--- src/rtl/regfile_mp.sv ---
// Parametrised multi-port integer register file with optional write-to-read
// bypass and a per-register busy scoreboard for RAW hazard detection.
module regfile_mp #(
  parameter  int XLEN     = 32,
  parameter  int NREGS    = 16,
  parameter  int NRD      = 2,
  parameter  int NWR      = 1,
  parameter  int BYPASS   = 1,
  parameter  int ZERO_REG = 1,
  localparam int AW       = $clog2(NREGS)
) (
  input  logic                clk,
  input  logic                rst,
  input  logic [NRD*AW-1:0]   rs_addr,
  output logic [NRD*XLEN-1:0] rs_data,
  output logic [NRD-1:0]      rs_busy,
  input  logic [NWR-1:0]      wr_en,
  input  logic [NWR*AW-1:0]   wr_addr,
  input  logic [NWR*XLEN-1:0] wr_data,
  input  logic                iss_valid,
  input  logic [AW-1:0]       iss_rd,
  output logic [NREGS-1:0]    busy_vec
);

  logic [XLEN-1:0]  r_regs [NREGS];
  logic [NREGS-1:0] r_busy;
  logic [NREGS-1:0] w_busy_nxt;
  logic [AW-1:0]    w_ra;
  logic [XLEN-1:0]  w_rd;
  logic             w_hit;

  function automatic logic is_zero(input logic [AW-1:0] a);
    return (ZERO_REG != 0) && (a == '0);
  endfunction

  // Ports are visited in ascending order so the highest-index enabled port
  // lands last and wins a same-address collision.
  always_ff @(posedge clk or posedge rst) begin
    if (rst) begin
      for (int unsigned r = 0; r < NREGS; r++) r_regs[r] <= '0;
    end else begin
      for (int unsigned w = 0; w < NWR; w++) begin
        if (wr_en[w] && !is_zero(wr_addr[w*AW +: AW]))
          r_regs[wr_addr[w*AW +: AW]] <= wr_data[w*XLEN +: XLEN];
      end
    end
  end

  // Clears first, then the issue set, so a same-register set overrides a clear.
  always_comb begin
    w_busy_nxt = r_busy;
    for (int unsigned w = 0; w < NWR; w++) begin
      if (wr_en[w]) w_busy_nxt[wr_addr[w*AW +: AW]] = 1'b0;
    end
    if (iss_valid) w_busy_nxt[iss_rd] = 1'b1;
    if (ZERO_REG != 0) w_busy_nxt[0] = 1'b0;
  end

  always_ff @(posedge clk or posedge rst) begin
    if (rst) r_busy <= '0;
    else     r_busy <= w_busy_nxt;
  end

  assign busy_vec = r_busy;

  always_comb begin
    rs_data = '0;
    rs_busy = '0;
    w_ra    = '0;
    w_rd    = '0;
    w_hit   = 1'b0;
    for (int unsigned i = 0; i < NRD; i++) begin
      w_ra  = rs_addr[i*AW +: AW];
      w_rd  = r_regs[w_ra];
      w_hit = 1'b0;
      if (BYPASS != 0) begin
        for (int unsigned w = 0; w < NWR; w++) begin
          if (wr_en[w] && (wr_addr[w*AW +: AW] == w_ra)) begin
            w_hit = 1'b1;
            w_rd  = wr_data[w*XLEN +: XLEN];
          end
        end
      end
      if (is_zero(w_ra)) w_rd = '0;
      // Outputs are held at zero for the whole reset interval, bypass included.
      if (!rst) begin
        rs_data[i*XLEN +: XLEN] = w_rd;
        rs_busy[i]              = r_busy[w_ra] & ~w_hit;
      end
    end
  end

endmodule

--- config.mk ---
export PLATFORM = sky130hd
export DESIGN_NAME = regfile_mp
export DESIGN_NICKNAME = d
export VERILOG_FILES = /design/src/rtl/regfile_mp.sv
export SDC_FILE = /design/constraint.sdc
export NUM_CORES = 1
export LEC_CHECK = 0
export CORE_UTILIZATION = 35
export DETAILED_ROUTE_END_ITERATION = 8
export HOLD_SLACK_MARGIN = 0.02
export SYNTH_ARGS = -nofsm -noshare
export SYNTH_HDL_FRONTEND = slang
export SYNTH_SLANG_ARGS = --single-unit
--- constraint.sdc ---
create_clock -name clk -period 68.9 [get_ports clk]
set_clock_uncertainty 0.2 [all_clocks]
set_input_delay 20.67 -clock clk [delete_from_list [all_inputs] [get_ports clk]]
set_output_delay 20.67 -clock clk [all_outputs]
set_load 0.01 [all_outputs]
==> impl_metrics.csv, run 1 <==
group,metric,value,unit
outcome,status,"complete, but fails checks",
outcome,failed_checks,"DRC",
floorplanning,initial_core_util,0.355,
detailed_routing,wl_per_cell,28.1,um
sta,worstMarginPinSlew,1.07,ns
finish,fill_cells,7332,
worst_setup_path,startpoint_type,"input port",
hold_path,min_path_cells,0,
floorplanning,rows,104,
sta,rsz0062_at_grt,"false",
worst_setup_path,path_class,"input port to output port",
finish,seq_area,13200,um2
yosys,syn-mean-instance-area,14.5,um2
hold_path,worstHoldPathType,"register to register",
yosys,yosys_warnings,0,
detailed_routing,drtPass1Iterations,9,
detailed_routing,postRouteAntennaNets,0,
hold_path,hp-start,"r_regs[510]$_DFFE_PP0P_",
worst_setup_path,worst-endpoint-arrival,24.93,ns
yosys,yosysSeqAreaShare,0.460,
yosys,synth_area,28600,um2
sta,hold_slack,0.196,ns
detailed_routing,viasPerCell,5.93,
detailed_routing,drt_iter0_markers,1441,
floorplanning,die_w,288,um
detailed_routing,drc_errors,12,
power_and_ir_drop,p_per_area,30.2,nW/um2
finish,drive_gt1_frac,0.400,
clock_tree,cts_setup_buffers,0,
sta,fmax,21.8,MHz
sta,hold_violations,0,
global_routing,grt-ovfl-total,0,
finish,mostFrequentLayoutCell,"dfrtp_1",
yosys,synth_top_cell_area_share,0.460,
hold_path,min_to,"r_regs[510]$_DFFE_PP0P_",
sta,finalSetupViolations,0,
worst_setup_path,cp_max_fo,44,
sta,maxSlewHeadroom,0.290,
run,maxCapViolations,0,
finish,final_cell_mix,"527 x dfrtp_1, 398 x mux2_2, 243 x mux4_2",
global_routing,grt_pass1_wl,131000,um
floorplanning,core,80800,um2
clock_tree,cts_resized,0,
clock_tree,clk_pin_slew,0.06,ns
sta,finalSetupTns,0,ns
yosys,synth_nets,2033,
finish,syn2layout_area_growth,14.0,%
clock_tree,tritoncts,"yes",
global_routing,grt_max_degree,137,
worst_setup_path,crit_path_end_kind,"output port",
global_routing,grt_pass1_vias,19700,
sta,slew_viol_final,0,
clock_tree,clockRootBuffer,"clkbuf_16",
yosys,ys_ff_latch,527,
sta,fin_crit_sh,0.665,
finish,nets,2045,
yosys,yosysUniqueCellTypes,47,
clock_tree,cts_buffer_depth,3,
global_routing,antenna_found_initial,3,
clock_tree,cts_buffers,58,
clock_tree,htree_levels,2,
yosys,synth_area_leader_cell,"dfrtp_1",
detailed_routing,dr_total_vias,18400,
worst_setup_path,worst_r2r_startpoint,"r_regs[96]$_DFFE_PP0P_",
place,io_buffer_count,132,
floorplanning,dieHeight,288,um
worst_setup_path,regToRegSetupSlack,67.87,ns
global_routing,track_usage,0.212,
clock_tree,cts_sinks,527,
place,gp_congestion,0.793,
detailed_routing,routed_wl,87000,um
clock_tree,clk_latency,0.61,ns
yosys,synthCells,1981,
yosys,synthTopCellsByArea,"dfrtp_1 46%, mux4_2 19%, mux2_2 16%, mux2_1 3.4%, mux2i_1 2.6%",
place,dpl.hpwl,50000,um
clock_tree,cts-hold-fix-buffers,0,
power_and_ir_drop,p_leak,0.0132,uW
finish,multiInputGateArea,14400,um2
sta,period_minus_slack,45.80,ns
worst_setup_path,crit_required,48.03,ns
worst_setup_path,r2r-end,"r_regs[96]$_DFFE_PP0P_",
power_and_ir_drop,vdd_drop_max,0.0198,mV
worst_setup_path,reg2reg_depth,1,
floorplanning,io_pins,134,
floorplanning,die-area,83000,um2
==> registers in the layout, summed over array words and instances, names as in the netlist <==
signal    count
busy_vec     15
r_regs      512
==> logic make-up (layout without fill, tap and decap cells) <==
group | after synthesis | in the layout | synth area share
multiplexers | 803 | 803 | 0.408
XOR/XNOR | 8 | 8 | 0.00245
other | 1 | 2 | 0.000131
AO/OA/AOI/OAI | 226 | 226 | 0.0542
buffers and inverters | 227 | 284 | 0.0408
flip-flops | 527 | 527 | 0.460
AND/OR/NAND/NOR | 189 | 189 | 0.0343
==> metrics by stage <==
stage | utilization | power (uW) | instances | setup WS (ns) | cell area [um2]
after floorplan | - | 583 | 1981 | 14.56 | 28700
after global placement | 0.379 | 645 | 2993 | 23.05 | 30600
after detailed placement | 0.379 | 655 | 2993 | 23.08 | 30600
after CTS | 0.404 | 994 | 3098 | 23.04 | 32700
after global routing | 0.404 | 1030 | 3098 | 22.82 | 32700
final | 0.404 | 987 | 3099 | 23.10 | 32700
==> worst max path at each step <==
| stage | startpoint | endpoint | slack, ns |
|---|---|---|---|
| after floorplan | rst | rs_busy[1] | 14.56 |
| after global placement | rs_addr[0] | rs_data[8] | 23.05 |
| after detailed placement | rs_addr[0] | rs_data[8] | 23.08 |
| after CTS | rs_addr[0] | rs_data[8] | 23.04 |
| after global routing | rs_addr[0] | rs_data[8] | 22.82 |
| final | rs_addr[0] | rs_data[8] | 23.10 |
==> worst max-delay path, stage by stage <==
cell	delay, ns
buf_6	0.29
buf_4	0.61
buf_4	0.76
buf_4	0.63
mux4_2	0.56
nor2b_1	0.14
a211oi_1	0.27
a21oi_1	0.16
a22o_1	0.26
clkdlybuf4s50_1	0.50
==> power breakdown <==
part	switching, uW	total [uW]	leakage (uW)	internal (uW)
clock network	131	336	0.00102	205
logic	84.4	218	0.00572	134
registers	54.6	432	0.00651	378
==> per-layer routing <==
layer | GRT usage | vias to the layer above | part of all wire
li1 | - | 7621 | -
met1 | 0.272 | 9922 | 0.41
met2 | 0.359 | 665 | 0.50
met3 | 0.0383 | 178 | 0.060
met4 | 0.0774 | 4 | 0.035
met5 | 0 | - | 0.00025
==> layout make-up <==
type / count / area share
antenna: 1 / 0.0000766
clock buffer: 77 / 0.0494
clock inverter: 28 / 0.0136
inverter: 2 / 0.000460
multi-input combinational: 1227 / 0.441
sequential: 527 / 0.404
tap: 1060 / 0.0406
timing repair buffer: 177 / 0.0512
==> cell usage after synthesis (all sizes together) <==
cell / n
nand2: 80
o32ai: 1
or3: 5
o211ai: 2
nor2: 18
nor3b: 7
clkbuf: 93
and3b: 1
conb: 1
xor2: 3
or2: 1
xnor2: 5
and2b: 2
inv: 2
and3: 5
o31ai: 2
nor3: 2
mux2i: 75
a22o: 41
nor4: 2
a211oi: 33
o21ai: 22
a21o: 1
dfrtp: 527
a22oi: 38
o22ai: 4
nor2b: 35
mux4: 243
a221oi: 8
o22a: 8
a2111oi: 1
nand2b: 7
and2: 1
nand3: 16
mux2: 485
buf: 132
nand3b: 7
a21oi: 65
Note: power is estimated with default switching activity, not from simulation.
==> inputs of run 2 (changes only) <==
==> constraint.sdc (replaced) <==
create_clock -name clk -period 36.8 [get_ports clk]
set_clock_uncertainty 0.2 [all_clocks]
set_input_delay 11.04 -clock clk [delete_from_list [all_inputs] [get_ports clk]]
set_output_delay 11.04 -clock clk [all_outputs]
set_load 0.01 [all_outputs]
==> run 2 against run 1 <==
Net effect:
- the flow still finishes with violations (DRC)
- register-to-register slack got worse by 32 ns
- worst setup slack got worse by 13 ns
- clock power up 91%
- critical endpoint unchanged
- final cell count is essentially flat
- critical path type unchanged
- sequential power grew 87%
- die area unchanged
- global-route usage barely moved
- non-clock buffer count unchanged
- final area grew 0.18%
- highest routed layer is now met4
==> impl_metrics.csv, run 2 (synthesis gave the netlist of run 1 again) <==
group,metric,value,unit
finish,nets,2046,
sta,period_minus_slack,26.52,ns
floorplanning,die-area,83000,um2
clock_tree,clk_latency,0.62,ns
place,io_buffer_count,132,
global_routing,track_usage,0.213,
sta,finalSetupTns,0,ns
finish,final_cell_mix,"527 x dfrtp_1, 398 x mux2_2, 243 x mux4_2",
run,maxCapViolations,0,
sta,finalSetupViolations,0,
detailed_routing,routed_wl,86900,um
sta,hold_violations,0,
sta,rsz0062_at_grt,"false",
clock_tree,tritoncts,"yes",
finish,largest_reg_flops,512,
finish,drive_gt1_frac,0.403,
outcome,failed_checks,"DRC",
place,place_area,30600,um2
place,gp_congestion,0.793,
floorplanning,dieHeight,288,um
sta,hold_slack,0.192,ns
finish,mostFrequentLayoutCell,"dfrtp_1",
clock_tree,clockRootBuffer,"clkbuf_16",
clock_tree,cts_buffers,59,
place,dpl.hpwl,49800,um
finish,syn2layout_area_growth,14.2,%
worst_setup_path,path_class,"input port to output port",
detailed_routing,drtPass1Iterations,9,
sta,worstMarginPinSlew,1.05,ns
worst_setup_path,crit_chain,"buf_6 > buf_4 > buf_4 > buf_4 > mux4_2 > nor2b_1 > a211oi_1 > a21oi_1 > a22o_1 > clkdlybuf4s50_1",
hold_path,hp-start,"r_regs[496]$_DFFE_PP0P_",
detailed_routing,wl_per_cell,28.0,um
worst_setup_path,worst_r2r_startpoint,"r_regs[104]$_DFFE_PP0P_",
global_routing,grt_pass1_wl,132000,um
power_and_ir_drop,p_leak,0.0133,uW
global_routing,grt_max_degree,137,
sta,fin_crit_sh,0.721,
power_and_ir_drop,p_per_area,56.8,nW/um2
clock_tree,cts_resized,0,
floorplanning,initial_core_util,0.355,
hold_path,worstHoldPathType,"register to register",
clock_tree,clk_pin_slew,0.06,ns
floorplanning,die_w,288,um
finish,design_area,32700,um2
floorplanning,rows,104,
finish,fill_cells,7332,
clock_tree,cts-hold-fix-buffers,0,
detailed_routing,drt_iter0_markers,1666,
outcome,status,"complete, but fails checks",
worst_setup_path,cp_slowest_cell,"buf_4",
detailed_routing,viasPerCell,5.96,
sta,fmax,37.7,MHz
detailed_routing,postRouteAntennaNets,0,
global_routing,grt_pass1_vias,19500,
global_routing,grt-ovfl-total,0,
floorplanning,core,80800,um2
global_routing,antenna_found_initial,2,
worst_setup_path,worst-endpoint-arrival,15.28,ns
worst_setup_path,crit_path_end_kind,"output port",
finish,regMostFlops,"r_regs",
clock_tree,cts_buffer_depth,3,
detailed_routing,drc_errors,14,
worst_setup_path,cpMostUsedCell,"buf_4",
sta,fin_ws,10.28,ns
place,place_ws,10.23,ns
worst_setup_path,slowest_delay,0.77,ns
sta,slew_viol_final,0,
worst_setup_path,crit_path_start,"rs_addr[0]",
detailed_routing,dr_total_vias,18500,
clock_tree,cts_sinks,527,
floorplanning,io_pins,134,
worst_setup_path,cp_max_fo,44,
clock_tree,cts_setup_buffers,0,
worst_setup_path,startpoint_type,"input port",
power_and_ir_drop,vdd_drop_max,0.0415,mV
clock_tree,htree_levels,2,
worst_setup_path,crit_required,25.56,ns
sta,maxSlewHeadroom,0.299,
==> run 2: changes by cell type in the layout (fill, tap and decap cells not counted), sizes merged <==
cell,previous run,this run
clkbuf,79,83
bufinv,11,9
clkinvlp,1,3
inv,5,3
clkinv,13,12
==> run 2: critical path, delay by kind of cell <==
family,cells,cell delay [ns]
muxes,1,0.56
AOI/OAI and AO/OA,3,0.66
buffers and inverters,5,2.80
and+or+nand+nor,1,0.14
==> run 2: report_power, final <==
part	internal (uW)	total [uW]	switching [uW]
sequential	707	808	101
clock	391	642	251
combinational	251	408	157
total	1350	1860	509
==> run 2: per-stage QoR <==
| stage | total power, uW | instances | util |
|---|---|---|---|
| floorplan | 1090 | 1981 | - |
| global placement | 1210 | 2993 | 0.379 |
| detailed placement | 1220 | 2993 | 0.379 |
| CTS | 1870 | 3099 | 0.405 |
| global route | 1940 | 3099 | 0.405 |
| finish | 1860 | 3100 | 0.405 |
==> run 2: area by class of cell <==
type                    instances  area [um2]  share of cell area
inverters                       2        15.0            0.000459
repair buffers                177        1670              0.0511
flip-flops and latches        527       13200               0.403
diodes                          1        2.50           0.0000765
clock inverters                25         373              0.0114
multi-input cells            1227       14400               0.440
well taps                    1060        1330              0.0405
clock buffers                  81        1740              0.0532
==> run 2: metal layers <==
metal  routed length (um)  GRT usage  share of wire  vias to the layer above
met1                35800      0.281           0.41                     9932
met2                42800      0.354           0.49                      730
met5                    0          0              0                        -
met4                 2810     0.0735          0.032                        0
met3                 5530     0.0339          0.064                      168
li1                     -          -              -                     7634
==> run 2: worst paths after layout <==
path,to,slack (ns),cells past startpoint
min,r_regs[496]$_DFFE_PP0P_,0.19,0
max reg2reg,r_regs[104]$_DFFE_PP0P_,35.77,1
max in group asynchronous,r_regs[471]$_DFFE_PP0P_,22.73,4
max,rs_data[8],10.28,10
min in group asynchronous,busy_vec[6]$_DFF_PP0_,11.20,2
min reg2reg,r_regs[496]$_DFFE_PP0P_,0.19,0
